**config.mk**
```make
export PLATFORM = sky130hd
export DESIGN_NAME = jogador_automatico
export DESIGN_NICKNAME = d
export VERILOG_FILES = /design/src/rtl/jogador_pkg.sv /design/src/rtl/memoria_jogador.sv /design/src/rtl/jogador_automatico.sv
export SDC_FILE = /design/constraint.sdc
export NUM_CORES = 1
export LEC_CHECK = 0
export ABC_AREA = 1
export BUFFER_PORTS_ARGS = -buffer_cell sky130_fd_sc_hd__clkbuf_2
export CELL_PAD_IN_SITES_DETAIL_PLACEMENT = 0
export CELL_PAD_IN_SITES_GLOBAL_PLACEMENT = 1
export CORE_ASPECT_RATIO = 0.7
export CORE_MARGIN = 2
export CORE_UTILIZATION = 42
export CTS_BUF_LIST = sky130_fd_sc_hd__clkbuf_8
export CTS_CLUSTER_DIAMETER = 60
export CTS_CLUSTER_SIZE = 24
export DETAILED_ROUTE_END_ITERATION = 6
export HOLD_SLACK_MARGIN = 0.08
export PLACE_DENSITY_LB_ADDON = 0.05
export SYNTH_ARGS = -nofsm -noshare
export SYNTH_HDL_FRONTEND = slang
export SYNTH_HIERARCHICAL = 1
export SYNTH_SLANG_ARGS = --single-unit
```
**constraint.sdc**
```tcl
create_clock -name clock -period 2.5 [get_ports clock]
set_clock_uncertainty 0.15 [all_clocks]
set_input_delay 0.25 -clock clock [delete_from_list [all_inputs] [get_ports clock]]
set_output_delay 0.25 -clock clock [all_outputs]
set_load 0.01 [all_outputs]
```
**src/rtl/jogador_pkg.sv**
```systemverilog
// rtl/jogador_pkg.sv - shared state codes, LED constants and code-to-button helper for the automatic player
package jogador_pkg;

    typedef enum logic [2:0] {
        OCIOSO     = 3'd0,
        INICIA     = 3'd1,
        ESPERA_LED = 3'd2,
        CAPTURA    = 3'd3,
        SILENCIO   = 3'd4,
        PRESSIONA  = 3'd5,
        SOLTA      = 3'd6,
        FIM        = 3'd7
    } estado_t;

    localparam logic [2:0] LED_OFF = 3'd0;
    localparam logic [2:0] LED_MAX = 3'd4;

    function automatic logic [3:0] codigo_para_botao(input logic [1:0] codigo);
        return 4'b0001 << codigo;
    endfunction

endpackage

```
**src/rtl/memoria_jogador.sv**
```systemverilog
// rtl/memoria_jogador.sv - MAX_JOGADAS x 2-bit register file, synchronous write, combinational read
module memoria_jogador
    import jogador_pkg::*;
#(
    parameter int MAX_JOGADAS = 16,
    localparam int AW = (MAX_JOGADAS > 1) ? $clog2(MAX_JOGADAS) : 1
) (
    input  logic          clock,
    input  logic          reset,
    input  logic          i_we,
    input  logic [AW-1:0] i_end_escrita,
    input  logic [1:0]    i_dado,
    input  logic [AW-1:0] i_end_leitura,
    output logic [1:0]    o_dado
);

    logic [1:0] r_mem [MAX_JOGADAS];

    always_ff @(posedge clock or negedge reset) begin
        if (!reset) begin
            for (int i = 0; i < MAX_JOGADAS; i++) begin
                r_mem[i] <= 2'd0;
            end
        end else if (i_we) begin
            r_mem[i_end_escrita] <= i_dado;
        end
    end

    assign o_dado = r_mem[i_end_leitura];

endmodule

```
**src/rtl/jogador_automatico.sv**
```systemverilog
// rtl/jogador_automatico.sv - records the game's LED sequence and replays it as timed button presses
// Optional JOGADOR_ERRO_PROPOSITAL_EN: adds erro_idx to press a wrong button at one replay index.
module jogador_automatico
    import jogador_pkg::*;
#(
    parameter int MAX_JOGADAS     = 16,
    parameter int SILENCIO_CICLOS = 2000,
    parameter int T_PRESS         = 50,
    parameter int T_GAP           = 50
) (
    input  logic       clock,
    input  logic       reset,
    input  logic       habilitar,
    input  logic [2:0] leds,
    input  logic       ganhou,
    input  logic       perdeu,
    input  logic       timeout,
`ifdef JOGADOR_ERRO_PROPOSITAL_EN
    input  logic [4:0] erro_idx,
`endif
    output logic       jogar,
    output logic [3:0] botoes,
    output logic       erro_captura,
    output logic       fim,
    output logic [3:0] db_estado,
    output logic [4:0] db_num_jogadas
);

    localparam int AW    = (MAX_JOGADAS > 1) ? $clog2(MAX_JOGADAS) : 1;
    localparam int CW    = $clog2(MAX_JOGADAS) + 1;
    localparam int SW    = $clog2(SILENCIO_CICLOS) + 1;
    localparam int T_MAX = (T_PRESS > T_GAP) ? T_PRESS : T_GAP;
    localparam int TW    = $clog2(T_MAX) + 1;

    estado_t         r_estado;
    logic [CW-1:0]   r_num;
    logic [CW-1:0]   r_idx;
    logic [SW-1:0]   r_sil;
    logic [TW-1:0]   r_tempo;
    logic [2:0]      r_ultimo;
    logic            r_primeira;

    logic            w_fim_jogo;
    logic            w_bloqueio;
    logic            w_em_captura;
    logic            w_codigo_novo;
    logic            w_codigo_invalido;
    logic            w_cheio;
    logic            w_captura;
    logic            w_grava;
    logic [AW-1:0]   w_end_escrita;
    logic [1:0]      w_dado_escrita;
    logic [CW-1:0]   w_idx_proximo;
    logic [1:0]      w_mem_dado;
    logic [3:0]      w_botao;

    memoria_jogador #(.MAX_JOGADAS(MAX_JOGADAS)) u_memoria (
        .clock         (clock),
        .reset         (reset),
        .i_we          (w_grava),
        .i_end_escrita (w_end_escrita),
        .i_dado        (w_dado_escrita),
        .i_end_leitura (w_idx_proximo[AW-1:0]),
        .o_dado        (w_mem_dado)
    );

    always_comb begin
        w_fim_jogo        = ganhou | perdeu | timeout;
        w_bloqueio        = !habilitar || (w_fim_jogo && r_estado != OCIOSO);
        w_em_captura      = (r_estado == ESPERA_LED) || (r_estado == CAPTURA) || (r_estado == SILENCIO);
        // Holding the same code in CAPTURA is one entry; only a change counts as new
        w_codigo_novo     = (leds != LED_OFF) && !(r_estado == CAPTURA && leds == r_ultimo);
        w_codigo_invalido = leds > LED_MAX;
        w_cheio           = !r_primeira && (r_num == CW'(MAX_JOGADAS));
        w_captura         = w_em_captura && w_codigo_novo && !w_bloqueio;
        w_grava           = w_captura && !w_codigo_invalido && !w_cheio;
        w_end_escrita     = r_primeira ? '0 : r_num[AW-1:0];
        w_dado_escrita    = leds[1:0] - 2'd1;
        w_idx_proximo     = (r_estado == SOLTA) ? r_idx + 1'b1 : '0;
        w_botao           = codigo_para_botao(w_mem_dado);
`ifdef JOGADOR_ERRO_PROPOSITAL_EN
        if (5'(w_idx_proximo) == erro_idx) begin
            w_botao = codigo_para_botao(w_mem_dado + 2'd1);
        end
`endif
    end

    always_ff @(posedge clock or negedge reset) begin
        if (!reset) begin
            r_estado     <= OCIOSO;
            r_num        <= '0;
            r_idx        <= '0;
            r_sil        <= '0;
            r_tempo      <= '0;
            r_ultimo     <= LED_OFF;
            r_primeira   <= 1'b1;
            jogar        <= 1'b0;
            botoes       <= 4'd0;
            erro_captura <= 1'b0;
            fim          <= 1'b0;
        end else begin
            jogar <= 1'b0;
            if (!habilitar) begin
                r_estado <= OCIOSO;
                botoes   <= 4'd0;
                fim      <= 1'b0;
            end else if (w_fim_jogo && r_estado != OCIOSO) begin
                r_estado <= FIM;
                botoes   <= 4'd0;
                fim      <= 1'b1;
            end else if (w_captura && (w_codigo_invalido || w_cheio)) begin
                erro_captura <= 1'b1;
                r_estado     <= FIM;
                fim          <= 1'b1;
            end else if (w_grava) begin
                r_num      <= r_primeira ? CW'(1) : r_num + 1'b1;
                r_primeira <= 1'b0;
                r_ultimo   <= leds;
                r_estado   <= CAPTURA;
            end else begin
                case (r_estado)
                    OCIOSO: begin
                        r_estado     <= INICIA;
                        jogar        <= 1'b1;
                        erro_captura <= 1'b0;
                        r_primeira   <= 1'b1;
                    end
                    INICIA: r_estado <= ESPERA_LED;
                    CAPTURA: begin
                        if (leds == LED_OFF) begin
                            r_sil    <= '0;
                            r_estado <= SILENCIO;
                        end
                    end
                    SILENCIO: begin
                        if (r_sil == SW'(SILENCIO_CICLOS - 1)) begin
                            r_idx    <= '0;
                            r_tempo  <= '0;
                            botoes   <= w_botao;
                            r_estado <= PRESSIONA;
                        end else begin
                            r_sil <= r_sil + 1'b1;
                        end
                    end
                    PRESSIONA: begin
                        if (r_tempo == TW'(T_PRESS - 1)) begin
                            r_tempo  <= '0;
                            botoes   <= 4'd0;
                            r_estado <= SOLTA;
                        end else begin
                            r_tempo <= r_tempo + 1'b1;
                        end
                    end
                    SOLTA: begin
                        if (r_tempo == TW'(T_GAP - 1)) begin
                            r_tempo <= '0;
                            if (r_idx == r_num - 1'b1) begin
                                r_primeira <= 1'b1;
                                r_estado   <= ESPERA_LED;
                            end else begin
                                r_idx    <= w_idx_proximo;
                                botoes   <= w_botao;
                                r_estado <= PRESSIONA;
                            end
                        end else begin
                            r_tempo <= r_tempo + 1'b1;
                        end
                    end
                    default: ;
                endcase
            end
        end
    end

    assign db_estado      = {1'b0, r_estado};
    assign db_num_jogadas = 5'(r_num);

endmodule

```
==> flow_results.org <==
** Floorplan
- The floorplan step set the die width to 128 um.
- I/O pins :: 25
- From bottom edge to top edge, the die measures 90.9 um.
- Effective utilization at floorplan :: 0.434
- Row count :: 31
- The die covers 11600 sq um.
- Core area :: 10400 sq um

** CTS
- The H-tree was split into 3 levels.
- Clock latency of the later-clocked register in the worst-skew pair :: 0.36 ns
- Clock-pin slew was measured on the worst setup and hold paths at 0.08 ns.
- Clock tree synthesis inserted a total of 9 buffers.
- The longest clock path from root to sink contains 2 buffers.
- TritonCTS built the clock tree.
- Cell at the root of the clock tree :: clkbuf_8
- Number of sinks handled by clock tree synthesis :: 75

** Outcome
- The run finished with clean final reports.

** Synthesis
- Post-synthesis cell area :: 4530 sq um
- Syn avg cell area :: 7.03 sq um
- #FFs+latches synth :: 75
- Number of warnings printed during yosys synthesis :: 6
- EDFF count, synth :: 0
- For this run, asynchronously set or reset flops after synthesis account for 1.00.
- Synthesized netlist net count :: 660
- Part of the Yosys area used for sequential elements :: 0.415
- In the synthesized netlist the dominant register cell turns out to be dfrtp_1.
- The number of different library cells used by synthesis comes to 34.
- After technology mapping, the gate count stands at 644.

** Setup path
- For the worst setup path, the data arrival time is 2.41 ns.
- In this run the register-to-register setup slack is 0.17 ns.
- Setup crit start kind :: input pin
- The worst setup path is captured at a flop.
- Worst-path fanout max :: 4
- Kind of critical path :: input pin to flop
- At the worst endpoint, the required time is 2.57 ns.

** Global route
- First-pass GRT wire length :: 20200 um
- Pin count of the biggest net entering global routing :: 44
- Summed over all layers, the global routing overflow is 0.
- Antenna violations before repair :: 0
- Via count of the first global-routing pass :: 4073
- Total routing resource utilization after global routing :: 0.221

** STA
- Pins over their slew limit :: 0
- Worst path setup slack after routing :: 0.169 ns
- Fin crit share :: 0.933
- For the pin with the worst max-slew slack, the measured transition is 0.566 ns.
- Setup violations remaining at the end of the flow were counted as 0.
- Setup repair after global routing could not meet its margin everywhere.
- In the final timing run, aggregate negative setup slack is 0 ns.
- Slew HR :: 0.621
- For this run, the top clock speed supported by timing is 429 MHz.
- Shortest period the worst path allows :: 2.33 ns
- Count of final hold-check violations :: 0

** Routing
- In the final routed layout, each cell accounts on average for 14.2 um.
- TritonRoute pass-1 iters :: 5
- Final routed wirelength across all metal layers :: 11800 um
- Initial drt markers :: 253
- Count of nets left with antenna violations after detail routing :: 0
- Average vias per placed instance :: 4.94
- DRC violation count after routing :: 0
- Via count :: 4113

** Place
- The wire-length estimate of the detail-placed layout is 8950 um.
- After detailed placement, the total cell area comes to 4910 sq um.
- Before CTS, the worst setup slack after placement is 0.106 ns.
- IO Port Bufs :: 23
- Placer Congestion :: 0.826

** Final layout
- In the final layout, the multi-input gates occupy 2250 sq um.
- Count of filler cells inserted in the layout :: 1078
- Number of diodes :: 0
- Leaving out fill and tap cells, the most frequent cell in the layout is nand2_1.
- Fraction of final layout cells with drive strength greater than 1 :: 0.136
- In the layout the commonest cells are nand2_1, inv_1, dfrtp_1.
- Sequential cell area :: 1880 sq um
- Area grow syn2layout :: 14.8%
- Final nets :: 711
- Finished layout cell area :: 5190 sq um

** Power
- The completed layout was analyzed and its total power is 4.67 mW.
- Peak supply drop :: 0.385 mV
- Static power due to leakage :: 2.60 nW
- Pwr/cell area :: 900 nW/um^2

** Worst hold path
- Worst min-delay path class :: input pin to flop

** Run
- Max-cap violation count :: 0
## Yosys cell counts, types with 2 or more instances
| cell type | number | area, sq um |
|---|---|---|
| nand3_2 | 2 | 20.0 |
| nand2_2 | 4 | 25.0 |
| o31ai_1 | 3 | 22.5 |
| nor2_1 | 58 | 218 |
| a21oi_1 | 7 | 35.0 |
| xor2_1 | 15 | 131 |
| nor3_4 | 2 | 32.5 |
| dfrtp_1 | 74 | 1850 |
| nand2_1 | 215 | 807 |
| ha_1 | 7 | 87.6 |
| inv_1 | 89 | 334 |
| o21ai_1 | 28 | 140 |
| nand3_1 | 59 | 295 |
| nor4_1 | 5 | 31.3 |
| buf_4 | 3 | 22.5 |
| clkbuf_1 | 3 | 11.3 |
| buf_2 | 3 | 15.0 |
| o21a_1 | 2 | 15.0 |
| o21ai_0 | 31 | 155 |
| nor2_2 | 2 | 12.5 |
| nor2_4 | 2 | 22.5 |
| inv_2 | 6 | 22.5 |
| nor2_8 | 2 | 40.0 |
| xnor2_1 | 3 | 26.3 |
| nor3_1 | 7 | 35.0 |
| nand4_1 | 3 | 18.8 |
| buf_6 | 2 | 22.5 |
## sequential cells by signal (all words and copies together) (netlist names)
register	flops
botoes	4
r_estado	3
db_num_jogadas	5
r_sil	12
erro_captura	1
r_idx	5
r_tempo	7
r_ultimo	3
u_memoria/r_mem	32
r_primeira	1
fim	1
jogar	1
## per-stage QoR
stage	cells	utilization	hold slack, ns
after floorplan	644	-	-0.196
after global placement	810	0.471	0.0814
after detailed placement	810	0.471	0.0856
after CTS	829	0.492	0.0929
after global routing	832	0.498	0.119
final	832	0.498	0.0959
## where the power goes
| group | total, mW | internal (mW) | leakage [nW] | switching, mW |
|---|---|---|---|---|
| Combinational | 2.09 | 0.725 | 1.49 | 1.36 |
| Clock | 0.925 | 0.473 | 0.111 | 0.452 |
| Sequential | 1.66 | 1.45 | 0.993 | 0.209 |
| Total | 4.67 | 2.65 | 2.60 | 2.02 |
## worst paths after layout
| check | depth (start not counted) | startpoint | end |
|---|---|---|---|
| max in group asynchronous | 3 | reset | r_primeira |
| min in group asynchronous | 2 | reset | u_memoria/r_mem[15] |
| min | 3 | habilitar | fim |
| min reg2reg | 2 | botoes[0] | botoes[0] |
| max | 14 | leds[1] | u_memoria/r_mem[12] |
| max reg2reg | 14 | r_estado[0] | botoes[2] |
## routing by layer
layer | vias to the layer above | global-route usage | wire, um
li1 | 2122 | - | -
met3 | 9 | 0.0527 | 643
met5 | - | 0 | 0
met2 | 89 | 0.312 | 4680
met4 | 0 | 0.0559 | 108
met1 | 1893 | 0.336 | 6370
## layout make-up
class,count,share of cell area
Timing Repair Buffer,51,0.0672
Clock buffer,10,0.0265
Inverter,96,0.0703
Multi-Input combinational cell,462,0.433
Tap cell,132,0.0318
Clock inverter,6,0.00963
Sequential cell,75,0.362
## logic make-up (layout without fill, tap and decap cells)
group | Yosys count | after routing | synth area share
and+or+nand+nor | 362 | 362 | 0.346
other | 1 | 1 | 0.000829
DFF | 75 | 75 | 0.415
AOI/OAI and AO/OA | 74 | 74 | 0.0876
buffers and inverters | 107 | 163 | 0.0965
xor gates and xnor gates | 18 | 18 | 0.0348
adders and majority gates | 7 | 7 | 0.0194
## worst max-delay path, cell delays in order
cell,delay (ns)
dlygate4sd3_1,0.52
clkbuf_2,0.11
inv_1,0.06
ha_1,0.23
a22oi_2,0.26
nand2_2,0.13
nor2_8,0.10
nand2_2,0.06
inv_2,0.06
inv_2,0.06
nor3_4,0.25
nand2_1,0.17
nand2_1,0.08
o21ai_1,0.06
## what timing repair did
item,4_1_cts,5_1_grt
buffers inserted,0,2
gates resized for setup,0,14
endpoints found under the hold margin,34,0
setup endpoints to repair,0,19
hold buffers,3,0
(Power assumes the default switching activity.)
